$ cat config.mk
export PLATFORM = sky130hd
export DESIGN_NAME = sub64_seq_flat
export DESIGN_NICKNAME = d
export VERILOG_FILES = /design/src/rtl/sub64_seq_pkg.sv /design/src/rtl/sub64_seq_if.sv /design/src/rtl/sub64_seq_sub_chunk.sv /design/src/rtl/sub64_seq.sv /design/src/flat_wrapper.sv
export SDC_FILE = /design/constraint.sdc
export NUM_CORES = 1
export LEC_CHECK = 0
export CAP_MARGIN = 20
export CORE_AREA = 2 2 135 137
export CTS_CLUSTER_DIAMETER = 60
export CTS_CLUSTER_SIZE = 25
export DETAILED_ROUTE_END_ITERATION = 6
export DIE_AREA = 0 0 137 139
export PLACE_DENSITY = 0.76
export SYNTH_ARGS = -nofsm -noshare
export SYNTH_HDL_FRONTEND = slang
export SYNTH_SLANG_ARGS = --single-unit
$ cat constraint.sdc
create_clock -name clk -period 7.48 [get_ports clk]
set_input_delay 1.122 -clock clk [delete_from_list [all_inputs] [get_ports clk]]
set_output_delay 1.122 -clock clk [all_outputs]
set_load 0.03 [all_outputs]
$ cat src/rtl/sub64_seq_pkg.sv
// Shared types for the sequential 64-bit subtractor (state encoding, data width, index sizing).
// Optional compare outputs are enabled by defining SUB64_CMP_EN.
package sub64_seq_pkg;

  localparam int DATA_W = 64;

  typedef enum logic [1:0] {
    ST_IDLE = 2'd0,
    ST_CALC = 2'd1,
    ST_DONE = 2'd2
  } state_t;

  // Chunk counter width; a single-chunk build still needs a 1-bit counter.
  function automatic int idx_width(input int nchunk);
    return (nchunk > 1) ? $clog2(nchunk) : 1;
  endfunction

endpackage

$ cat src/rtl/sub64_seq_if.sv
// Operand/result handshake bundle for sub64_seq; master drives operands and out_ready.
// lt/ltu exist only when SUB64_CMP_EN is defined.
interface sub64_seq_if;
  import sub64_seq_pkg::*;

  logic              in_valid;
  logic              in_ready;
  logic [DATA_W-1:0] a;
  logic [DATA_W-1:0] b;
  logic              out_valid;
  logic              out_ready;
  logic [DATA_W-1:0] diff;
  logic              borrow;
  logic              overflow;
  logic              zero;
`ifdef SUB64_CMP_EN
  logic              lt;
  logic              ltu;
`endif

  modport master (
    output in_valid, a, b, out_ready,
`ifdef SUB64_CMP_EN
    input  lt, ltu,
`endif
    input  in_ready, out_valid, diff, borrow, overflow, zero
  );

  modport slave (
    input  in_valid, a, b, out_ready,
`ifdef SUB64_CMP_EN
    output lt, ltu,
`endif
    output in_ready, out_valid, diff, borrow, overflow, zero
  );

endinterface

$ cat src/rtl/sub64_seq_sub_chunk.sv
// One W-bit slice of a - b: d_c = a_c + ~b_c + cin, with carry out (carry=1 means no borrow).
module sub64_seq_sub_chunk #(
  parameter int W = 16
) (
  input  logic [W-1:0] a_c,
  input  logic [W-1:0] b_c,
  input  logic         cin,
  output logic [W-1:0] d_c,
  output logic         cout
);

  logic [W:0] sum;

  assign sum         = {1'b0, a_c} + {1'b0, ~b_c} + {{W{1'b0}}, cin};
  assign {cout, d_c} = sum;

endmodule

$ cat src/rtl/sub64_seq.sv
// Multi-cycle 64-bit subtractor, CHUNK_W bits per cycle, with borrow/overflow/zero flags.
// Result valid DATA_W/CHUNK_W cycles after accept; SUB64_CMP_EN adds lt/ltu outputs.
module sub64_seq
  import sub64_seq_pkg::*;
#(
  parameter int CHUNK_W = 16
) (
  input  logic       clk,
  input  logic       rst,
  sub64_seq_if.slave bus
);

  localparam int                 NCHUNK   = DATA_W / CHUNK_W;
  localparam int                 IDX_W    = idx_width(NCHUNK);
  localparam logic [IDX_W-1:0]   LAST_IDX = IDX_W'(NCHUNK - 1);

  state_t              state_q, state_d;
  logic [DATA_W-1:0]   a_q, a_d;
  logic [DATA_W-1:0]   b_q, b_d;
  logic [DATA_W-1:0]   diff_q, diff_d;
  logic                carry_q, carry_d;
  logic [IDX_W-1:0]    idx_q, idx_d;
  logic                borrow_q, borrow_d;
  logic                overflow_q, overflow_d;
  logic                zero_q, zero_d;
`ifdef SUB64_CMP_EN
  logic                lt_q, lt_d;
  logic                ltu_q, ltu_d;
`endif

  logic [6:0]          lo;
  logic [CHUNK_W-1:0]  a_c, b_c, d_c;
  logic                cout;
  logic [DATA_W-1:0]   diff_ins;
  logic                last;

  // Chunks are picked by shifting so the bit offset never needs a narrow index.
  assign lo       = 7'(idx_q) * 7'(CHUNK_W);
  assign a_c      = CHUNK_W'(a_q >> lo);
  assign b_c      = CHUNK_W'(b_q >> lo);
  assign diff_ins = diff_q | (DATA_W'(d_c) << lo);
  assign last     = (idx_q == LAST_IDX);

  sub64_seq_sub_chunk #(.W(CHUNK_W)) u_chunk (
    .a_c  (a_c),
    .b_c  (b_c),
    .cin  (carry_q),
    .d_c  (d_c),
    .cout (cout)
  );

  always_ff @(posedge clk) begin
    if (rst) begin
      state_q    <= ST_IDLE;
      a_q        <= '0;
      b_q        <= '0;
      diff_q     <= '0;
      carry_q    <= 1'b0;
      idx_q      <= '0;
      borrow_q   <= 1'b0;
      overflow_q <= 1'b0;
      zero_q     <= 1'b0;
`ifdef SUB64_CMP_EN
      lt_q       <= 1'b0;
      ltu_q      <= 1'b0;
`endif
    end else begin
      state_q    <= state_d;
      a_q        <= a_d;
      b_q        <= b_d;
      diff_q     <= diff_d;
      carry_q    <= carry_d;
      idx_q      <= idx_d;
      borrow_q   <= borrow_d;
      overflow_q <= overflow_d;
      zero_q     <= zero_d;
`ifdef SUB64_CMP_EN
      lt_q       <= lt_d;
      ltu_q      <= ltu_d;
`endif
    end
  end

  always_comb begin
    state_d = state_q;
    unique case (state_q)
      ST_IDLE: if (bus.in_valid) state_d = ST_CALC;
      ST_CALC: if (last)         state_d = ST_DONE;
      ST_DONE: if (bus.out_ready) state_d = ST_IDLE;
      default:                   state_d = ST_IDLE;
    endcase
  end

  always_comb begin
    a_d        = a_q;
    b_d        = b_q;
    diff_d     = diff_q;
    carry_d    = carry_q;
    idx_d      = idx_q;
    borrow_d   = borrow_q;
    overflow_d = overflow_q;
    zero_d     = zero_q;
`ifdef SUB64_CMP_EN
    lt_d       = lt_q;
    ltu_d      = ltu_q;
`endif
    unique case (state_q)
      ST_IDLE: begin
        if (bus.in_valid) begin
          a_d     = bus.a;
          b_d     = bus.b;
          diff_d  = '0;
          carry_d = 1'b1;
          idx_d   = '0;
        end
      end
      ST_CALC: begin
        diff_d  = diff_ins;
        carry_d = cout;
        idx_d   = idx_q + IDX_W'(1);
        // Flags come from the fully assembled difference on the last chunk.
        if (last) begin
          borrow_d   = ~cout;
          overflow_d = (a_q[DATA_W-1] ^ b_q[DATA_W-1]) & (diff_ins[DATA_W-1] ^ a_q[DATA_W-1]);
          zero_d     = ~|diff_ins;
`ifdef SUB64_CMP_EN
          lt_d       = diff_ins[DATA_W-1] ^ ((a_q[DATA_W-1] ^ b_q[DATA_W-1]) &
                                             (diff_ins[DATA_W-1] ^ a_q[DATA_W-1]));
          ltu_d      = ~cout;
`endif
        end
      end
      ST_DONE: begin
        if (bus.out_ready) begin
          borrow_d   = 1'b0;
          overflow_d = 1'b0;
          zero_d     = 1'b0;
`ifdef SUB64_CMP_EN
          lt_d       = 1'b0;
          ltu_d      = 1'b0;
`endif
        end
      end
      default: ;
    endcase
  end

  always_comb begin
    bus.in_ready  = (state_q == ST_IDLE);
    bus.out_valid = (state_q == ST_DONE);
    bus.diff      = diff_q;
    bus.borrow    = borrow_q;
    bus.overflow  = overflow_q;
    bus.zero      = zero_q;
`ifdef SUB64_CMP_EN
    bus.lt        = lt_q;
    bus.ltu       = ltu_q;
`endif
  end

endmodule
$ cat src/flat_wrapper.sv
// flat-port wrapper written by rule: the top's interface ports become plain ports
module sub64_seq_flat import sub64_seq_pkg::*;
#(
  parameter int CHUNK_W = 16
)
  (clk, rst, bus_in_valid, bus_a, bus_b, bus_out_ready, bus_in_ready, bus_out_valid, bus_diff, bus_borrow, bus_overflow, bus_zero);
  sub64_seq_if bus_i ();
  input  logic clk;
  input  logic rst;
  input wire logic [$bits(bus_i.in_valid)-1:0] bus_in_valid;
  input wire logic [$bits(bus_i.a)-1:0] bus_a;
  input wire logic [$bits(bus_i.b)-1:0] bus_b;
  input wire logic [$bits(bus_i.out_ready)-1:0] bus_out_ready;
  output wire logic [$bits(bus_i.in_ready)-1:0] bus_in_ready;
  output wire logic [$bits(bus_i.out_valid)-1:0] bus_out_valid;
  output wire logic [$bits(bus_i.diff)-1:0] bus_diff;
  output wire logic [$bits(bus_i.borrow)-1:0] bus_borrow;
  output wire logic [$bits(bus_i.overflow)-1:0] bus_overflow;
  output wire logic [$bits(bus_i.zero)-1:0] bus_zero;
  assign bus_i.in_valid = bus_in_valid;
  assign bus_i.a = bus_a;
  assign bus_i.b = bus_b;
  assign bus_i.out_ready = bus_out_ready;
  assign bus_in_ready = bus_i.in_ready;
  assign bus_out_valid = bus_i.out_valid;
  assign bus_diff = bus_i.diff;
  assign bus_borrow = bus_i.borrow;
  assign bus_overflow = bus_i.overflow;
  assign bus_zero = bus_i.zero;
  sub64_seq #(.CHUNK_W(CHUNK_W)) u_core (.clk(clk), .rst(rst), .bus(bus_i));
endmodule
======== Word level (Yosys, flattened, before mapping) ========
Index checks and enable logic that the tools add are counted.
Widths: inputs -> output; s select.
word-level totals
  word-level logic and storage cells ...... 53
  bits of input ports ..................... 132
  register bits after elaboration ......... 200
  output and inout port bits .............. 69
cells by class
  reductions and logical operators ........ 9
  bitwise logic cells ..................... 6
  multiplexer cells ....................... 17
  shifts and indexed selects .............. 3
  add/sub/neg operators ................... 3
  equal/unequal tests ..................... 6
operators with widths
  cell                 number
  $pmux 64 s2          1
  $shr 64x6->16        2
  $mux 64              1
  $or 64x64->64        1
  $reduce_or 64->1     1
  $shl 16x6->64        1
  $add 16x16->17       1
  $add 17x1->17        1
  $not 16->16          1
  $mux 2               4
  $pmux 1 s2           4
  $pmux 2 s3           1
  $reduce_and 3->1     2
  $mux 1               5
  $eq 2x2->1 const B   2
  $ne 2x2->1 const B   2
  $pmux 2 s2           1
  $reduce_and 2->1     2
  $reduce_bool 2->1    2
  $add 2x1->2 const B  1
  $eq 2x1->1 const B   1
  $logic_not 2->1      1
  $ne 2x1->1 const B   1
  $xor 1x1->1          2
  other kinds (3)      3

======== Depth between registers and ports, before layout ========
  word-level depth ........................ 10
  depth in mapped cells ................... 16
  gate-level depth less buffers ........... 14

======== Cells and area by module ========
Synthesis repeated with hierarchy kept, for this count alone.
unflattened totals
  cells, all modules ...................... 1040
  area total of the unflattened synthesis .. 8774.7 um^2
modules (own cells, without submodules)
  module               cells each  area each (um^2)  sequential area each (um^2)  times used
  sub64_seq            909         7885.1            4003.8                       1
  sub64_seq_sub_chunk  131         889.6             0.0                          1

======== Worst setup path before layout ========
Ideal clock, no wire load.
  path kind ............................... register to register
  from .................................... register u_core.idx_q[0]
  to ...................................... register u_core.zero_q, in the netlist u_core.bus.zero
  data arrival time ....................... 4.576 ns
  required time ........................... 7.411 ns
  clock period less this slack ............ 4.645 ns
  path slack .............................. 2.835 ns
  library setup time ...................... 0.069 ns
  stages on the path, launching flop included .. 17
  buffers on the path ..................... 2
  cells stage by stage .................... dfxtp_1 -> buf_1 -> buf_1 -> mux4_2 -> inv_1 -> fa_1 -> inv_1 -> fa_1 -> a21o_1 -> a221oi_2 -> a211o_1 -> nand2_1 -> xor2_1 -> o311ai_0 -> nand4b_1 -> or4_1 -> o21ai_1
on the way
  cells in the longest elaborated chain, start to end .. 10
  elaborated cells on any way between the ends .. 14
  classes of those cells .................. add/sub (2); eq/ne (2); shift (3); mux (2); bitwise (2); reduce/logical (3)
ends and longest elaborated chain
  item                    RTL line                   RTL
  start, declared         sub64_seq.sv:22            logic [IDX_W-1:0] idx_q, idx_d;
  start signal, assigned  sub64_seq.sv:73            idx_q <= idx_d;
  $shr 64x6->16           sub64_seq.sv:40            assign b_c = CHUNK_W'(b_q >> lo);
  $not 16->16             sub64_seq_sub_chunk.sv:14  assign sum = {1'b0, a_c} + {1'b0, ~b_c} + {{W{1'b0}}, cin};
  $add 16x16->17          sub64_seq_sub_chunk.sv:14
  $add 17x1->17           sub64_seq_sub_chunk.sv:14
  $shl 16x6->64           sub64_seq.sv:41            assign diff_ins = diff_q | (DATA_W'(d_c) << lo);
  $or 64x64->64           sub64_seq.sv:41
  $reduce_or 64->1        sub64_seq.sv:125           zero_d = ~|diff_ins;
  $logic_not 1->1         sub64_seq.sv:125
  $mux 1                  sub64_seq.sv:122           if (last) begin
  $pmux 1 s2              sub64_seq.sv:107           unique case (state_q)
  end signal, assigned    sub64_seq.sv:76            zero_q <= zero_d;
  end, declared           sub64_seq.sv:25            logic zero_q, zero_d;
Several ways; a longest one is shown, not always the timed one. The select of a mux whose other input is x is not followed.
A chain may end at the register's enable or synchronous reset.

======== Worst setup path in the final report ========
Ends and elaborated chain as after synthesis.

==> metrics.log <==
[metrics] FF-to-FF setup slack: 2550 ps
[metrics] Worst Max-Slew Pin Slew: 1002 ps
[metrics] main flop type after synthesis: sky130_fd_sc_hd__dfxtp_1
[metrics] startpoint of the worst register-to-register path: u_core.idx_q[0]$_SDFFE_PP0P_
[metrics] worst hold path depth: 2
[metrics] most common library cell in the layout ignoring fill and taps: sky130_fd_sc_hd__nand2_1
[metrics] latest clock arrival within the worst-skew pair: 450 ps
[metrics] flip-flop and latch count after synthesis: 200
[metrics] placement-stage worst setup slack: 2604 ps
[metrics] Max-cap violations: 0
[metrics] number of setup buffers added after CTS: 0
[metrics] Diodes inserted: 0
[metrics] commonest cells after routing, fill and taps aside: 266 x sky130_fd_sc_hd__nand2_1, 199 x sky130_fd_sc_hd__clkdlybuf4s50_1, 198 x sky130_fd_sc_hd__dfxtp_1, 145 x sky130_fd_sc_hd__a21oi_1, 80 x sky130_fd_sc_hd__nor2_1
[metrics] cell area after layout: 11350 µm²
[metrics] capture instance of the worst register-to-register path: u_core.bus.zero$_SDFFE_PP0P_
[metrics] Hold EP: u_core.b_q[55]$_SDFFE_PP0P_
[metrics] Worst EP required: 7850 ps
[metrics] vias in the first global route: 7570
[metrics] path type of the worst min-delay path: register to register
[metrics] portion of the post-synthesis area used by sequential elements: 0.4644
[metrics] number of nets produced by synthesis: 1162
[metrics] hold_buf cts: 0
[metrics] worst-case reg-to-reg path depth: 15
[metrics] chip width: 137 µm
[metrics] net total in the final layout: 1317
[metrics] Post-Synthesis Cells: 1012
[metrics] wire length of the first global-routing pass: 39.28 mm
[metrics] Synth-to-Final Area Change: 31.69%
[metrics] GR Util All Layers: 0.2622
[metrics] fraction of layout cells with a size suffix above 1: 0.07288
[metrics] Final Max Slew Viols: 0
[metrics] first drt pass iteration count: 5
[metrics] placed wire-length estimate after detailed placement: 17.50 mm
[metrics] number of buffers between clock root and the deepest sink: 2
[metrics] Worst Path Arrival: 5300 ps
[metrics] Setup TNS Final: 0 ps
[metrics] number of cells in the design after placement: 1376
[metrics] distinct cell type count of the synthesized netlist: 50
[metrics] number of buffers added on ports: 200
[metrics] worst path setup slack after routing: 2549 ps
[metrics] post-layout power: 2.737 mW
[metrics] area of the mapped netlist: 8622 µm²
[metrics] static power due to leakage: 4.139 nW
[metrics] shortest clock period the worst path allows after layout: 4931 ps
[metrics] launch instance of the worst min-delay path: u_core.b_q[55]$_SDFFE_PP0P_
[metrics] Sink Count: 200
[metrics] drt via density: 5.649
[metrics] fraction of the cycle the final worst path needs: 0.6592
[metrics] cell area reported after detailed placement: 10710 µm²
[metrics] number of enable flip-flop cells after synthesis: 0
[metrics] antenna violations before repair: 0
[metrics] fmax: 202.8 MHz
[metrics] setup skew after layout: 8.504 ps
[metrics] kind of start point of the critical path: register
[metrics] Iter 0 DRT Violations: 790
[metrics] starting density of the core: 0.4883
[metrics] number of warnings reported in the yosys synthesis log: 0
[metrics] category of cells accounting for the largest share of critical-path delay: compound AO/OA/AOI/OAI gates
[metrics] full die area: 19040 µm²
[metrics] Layout Utilization: 0.6431
[metrics] Async S/R FF share, synth: 0
[metrics] number of CTS-inserted buffers: 17
[metrics] RePlAce Congestion: 0.8766
[metrics] vias post-DR: 7959
[metrics] final std cells w/o fill: 1409
[metrics] TritonCTS clock tree: done
[metrics] remaining antenna violation count after routing: 0
[metrics] buffers plus inverters on the worst setup path: 3
[metrics] die height: 139 µm
[metrics] capturing element type of the critical path: register
[metrics] power density normalized to cell area: 241.1 nW/µm²
[metrics] number of failing hold endpoints at the final stage: 0
[metrics] critical path class: register to register
[metrics] max incr delay on CP: 680 ps
[metrics] final wirelength: 24.74 mm
[metrics] worst-case vdd ir drop: 0.1806 mV
[metrics] result of the run: finished clean
[metrics] largest net degree at the start of global routing: 118
[metrics] Post-Synthesis Mean Instance Area: 8.520 µm²
[metrics] maximum fanout along the worst path: 23
[metrics] Finish-stage setup viols: 0
[metrics] CTS-repair resized insts: 0
[metrics] number of primary I/O pins: 201
[metrics] number of core rows: 49
[metrics] clock edge transition at the registers on the reported setup and hold paths: 70 ps
[metrics] remaining design rule violation count: 0
[metrics] unrepaired setup endpoints after global routing: no
[metrics] Root Buffer Master: sky130_fd_sc_hd__clkbuf_16
[metrics] tightest slew margin relative to the limit: 0.3318
[metrics] detail-routed net length per standard cell: 17.56 µm
[metrics] leftover overflow at the end of global routing: 0
[metrics] critical path cell sequence: buf_4 > mux4_2 > inv_1 > fa_1 > inv_1 > fa_1 > a21o_1 > a221oi_2 > a211o_1 > nand2_1 > xor2_1 > o311ai_0 > nand4b_1 > or4_1 > o21ai_1
[metrics] Fin Hold WS: 453.5 ps
[metrics] cell with the largest stage delay on the worst path: sky130_fd_sc_hd__dfxtp_2
[metrics] CTS H-tree lvls: 4
[metrics] Core Region: 17660 µm²
worst register-to-register path, cell delays in order (launching register included):
cell                       delay (ps)
sky130_fd_sc_hd__dfxtp_2          680
sky130_fd_sc_hd__buf_4            530
sky130_fd_sc_hd__mux4_2           590
sky130_fd_sc_hd__inv_1             90
sky130_fd_sc_hd__fa_1             190
sky130_fd_sc_hd__inv_1             60
sky130_fd_sc_hd__fa_1             460
sky130_fd_sc_hd__a21o_1           200
sky130_fd_sc_hd__a221oi_2         400
sky130_fd_sc_hd__a211o_1          250
sky130_fd_sc_hd__nand2_1           80
sky130_fd_sc_hd__xor2_1           230
sky130_fd_sc_hd__o311ai_0         400
sky130_fd_sc_hd__nand4b_1         140
sky130_fd_sc_hd__or4_1            420
sky130_fd_sc_hd__o21ai_1          140
worst max-delay path by stage:
stage	end	depth (start not counted)	slack, ps	start
2_1_floorplan	u_core.bus.zero$_SDFFE_PP0P_	16	2840	u_core.idx_q[0]$_SDFFE_PP0P_
3_3_place_gp	u_core.bus.zero$_SDFFE_PP0P_	15	2740	u_core.idx_q[0]$_SDFFE_PP0P_
3_5_place_dp	u_core.bus.zero$_SDFFE_PP0P_	14	2600	u_core.idx_q[0]$_SDFFE_PP0P_
4_1_cts	u_core.bus.zero$_SDFFE_PP0P_	14	2570	u_core.idx_q[0]$_SDFFE_PP0P_
5_1_grt	u_core.bus.zero$_SDFFE_PP0P_	14	2150	u_core.idx_q[0]$_SDFFE_PP0P_
6_report	u_core.bus.zero$_SDFFE_PP0P_	15	2550	u_core.idx_q[0]$_SDFFE_PP0P_
layer usage:
layer / share of wire / vias to the layer above / track usage
met2: 0.48 / 312 / 0.4190
met1: 0.44 / 3798 / 0.3569
met4: 0.019 / 0 / 0.07813
li1: - / 3812 / -
met3: 0.064 / 37 / 0.05519
met5: 0 / - / 0
Yosys cell counts (2+ instances only):
master	number	area, µm²
sky130_fd_sc_hd__a211o_1	2	17.52
sky130_fd_sc_hd__a211oi_1	2	15.01
sky130_fd_sc_hd__a21o_1	5	37.54
sky130_fd_sc_hd__a21oi_1	145	725.7
sky130_fd_sc_hd__a22oi_1	64	480.5
sky130_fd_sc_hd__a31oi_1	2	12.51
sky130_fd_sc_hd__and2_1	3	18.77
sky130_fd_sc_hd__and3_1	3	18.77
sky130_fd_sc_hd__and3_2	2	15.01
sky130_fd_sc_hd__buf_1	7	26.28
sky130_fd_sc_hd__clkbuf_1	66	247.7
sky130_fd_sc_hd__dfxtp_1	200	4004
sky130_fd_sc_hd__fa_1	2	40.04
sky130_fd_sc_hd__ha_1	16	200.2
sky130_fd_sc_hd__inv_1	24	90.09
sky130_fd_sc_hd__mux4_2	32	720.7
sky130_fd_sc_hd__nand2_1	267	1002
sky130_fd_sc_hd__nand2b_1	3	18.77
sky130_fd_sc_hd__nand3_1	6	30.03
sky130_fd_sc_hd__nand4_1	5	31.28
sky130_fd_sc_hd__nor2_1	80	300.3
sky130_fd_sc_hd__nor2b_1	2	12.51
sky130_fd_sc_hd__nor3_1	8	40.04
sky130_fd_sc_hd__nor4_1	20	125.1
sky130_fd_sc_hd__o2111ai_1	2	17.52
sky130_fd_sc_hd__o21a_1	3	22.52
sky130_fd_sc_hd__o21ai_0	2	10.01
sky130_fd_sc_hd__o21ai_1	3	15.01
sky130_fd_sc_hd__or3_1	4	25.02
sky130_fd_sc_hd__or4_1	2	15.01
sky130_fd_sc_hd__xnor2_1	7	61.31
sky130_fd_sc_hd__xor2_1	5	43.79
sequential cells by signal (all words and copies together) (netlist names):
name and cells:
u_core.a_q 64, u_core.b_q 64, u_core.bus.borrow 1, u_core.bus.diff 64, u_core.bus.overflow 1, u_core.bus.zero 1, u_core.carry_q 1, u_core.idx_q 2
u_core.state_q 2
logic make-up (layout without fill, tap and decap cells):
logic type | Yosys count | in the layout | synth area share
and+or+nand+nor | 409 | 409 | 0.1958
AOI/OAI and AO/OA | 242 | 242 | 0.1709
DFF | 200 | 200 | 0.4644
buffers and inverters | 97 | 265 | 0.04223
muxes | 33 | 33 | 0.08475
adders and majority gates | 18 | 18 | 0.02786
xor gates and xnor gates | 13 | 13 | 0.01408
where the power goes:
part | leakage, nW | total [mW] | switching (mW) | internal, mW
combinational | 2.21 | 0.606 | 0.356 | 0.250
sequential | 1.63 | 1.17 | 0.0438 | 1.12
clock | 0.297 | 0.964 | 0.428 | 0.536
cell type report:
type	count	area, µm²
flip-flops and latches	200	4006
well taps	229	286.5
repair buffers	209	2091
clock buffers	18	429.2
fillers	1485	6302
inverters	24	90.09
clock inverters	14	187.7
multi-input cells	715	4264
Power figures use the tool's default switching activity.
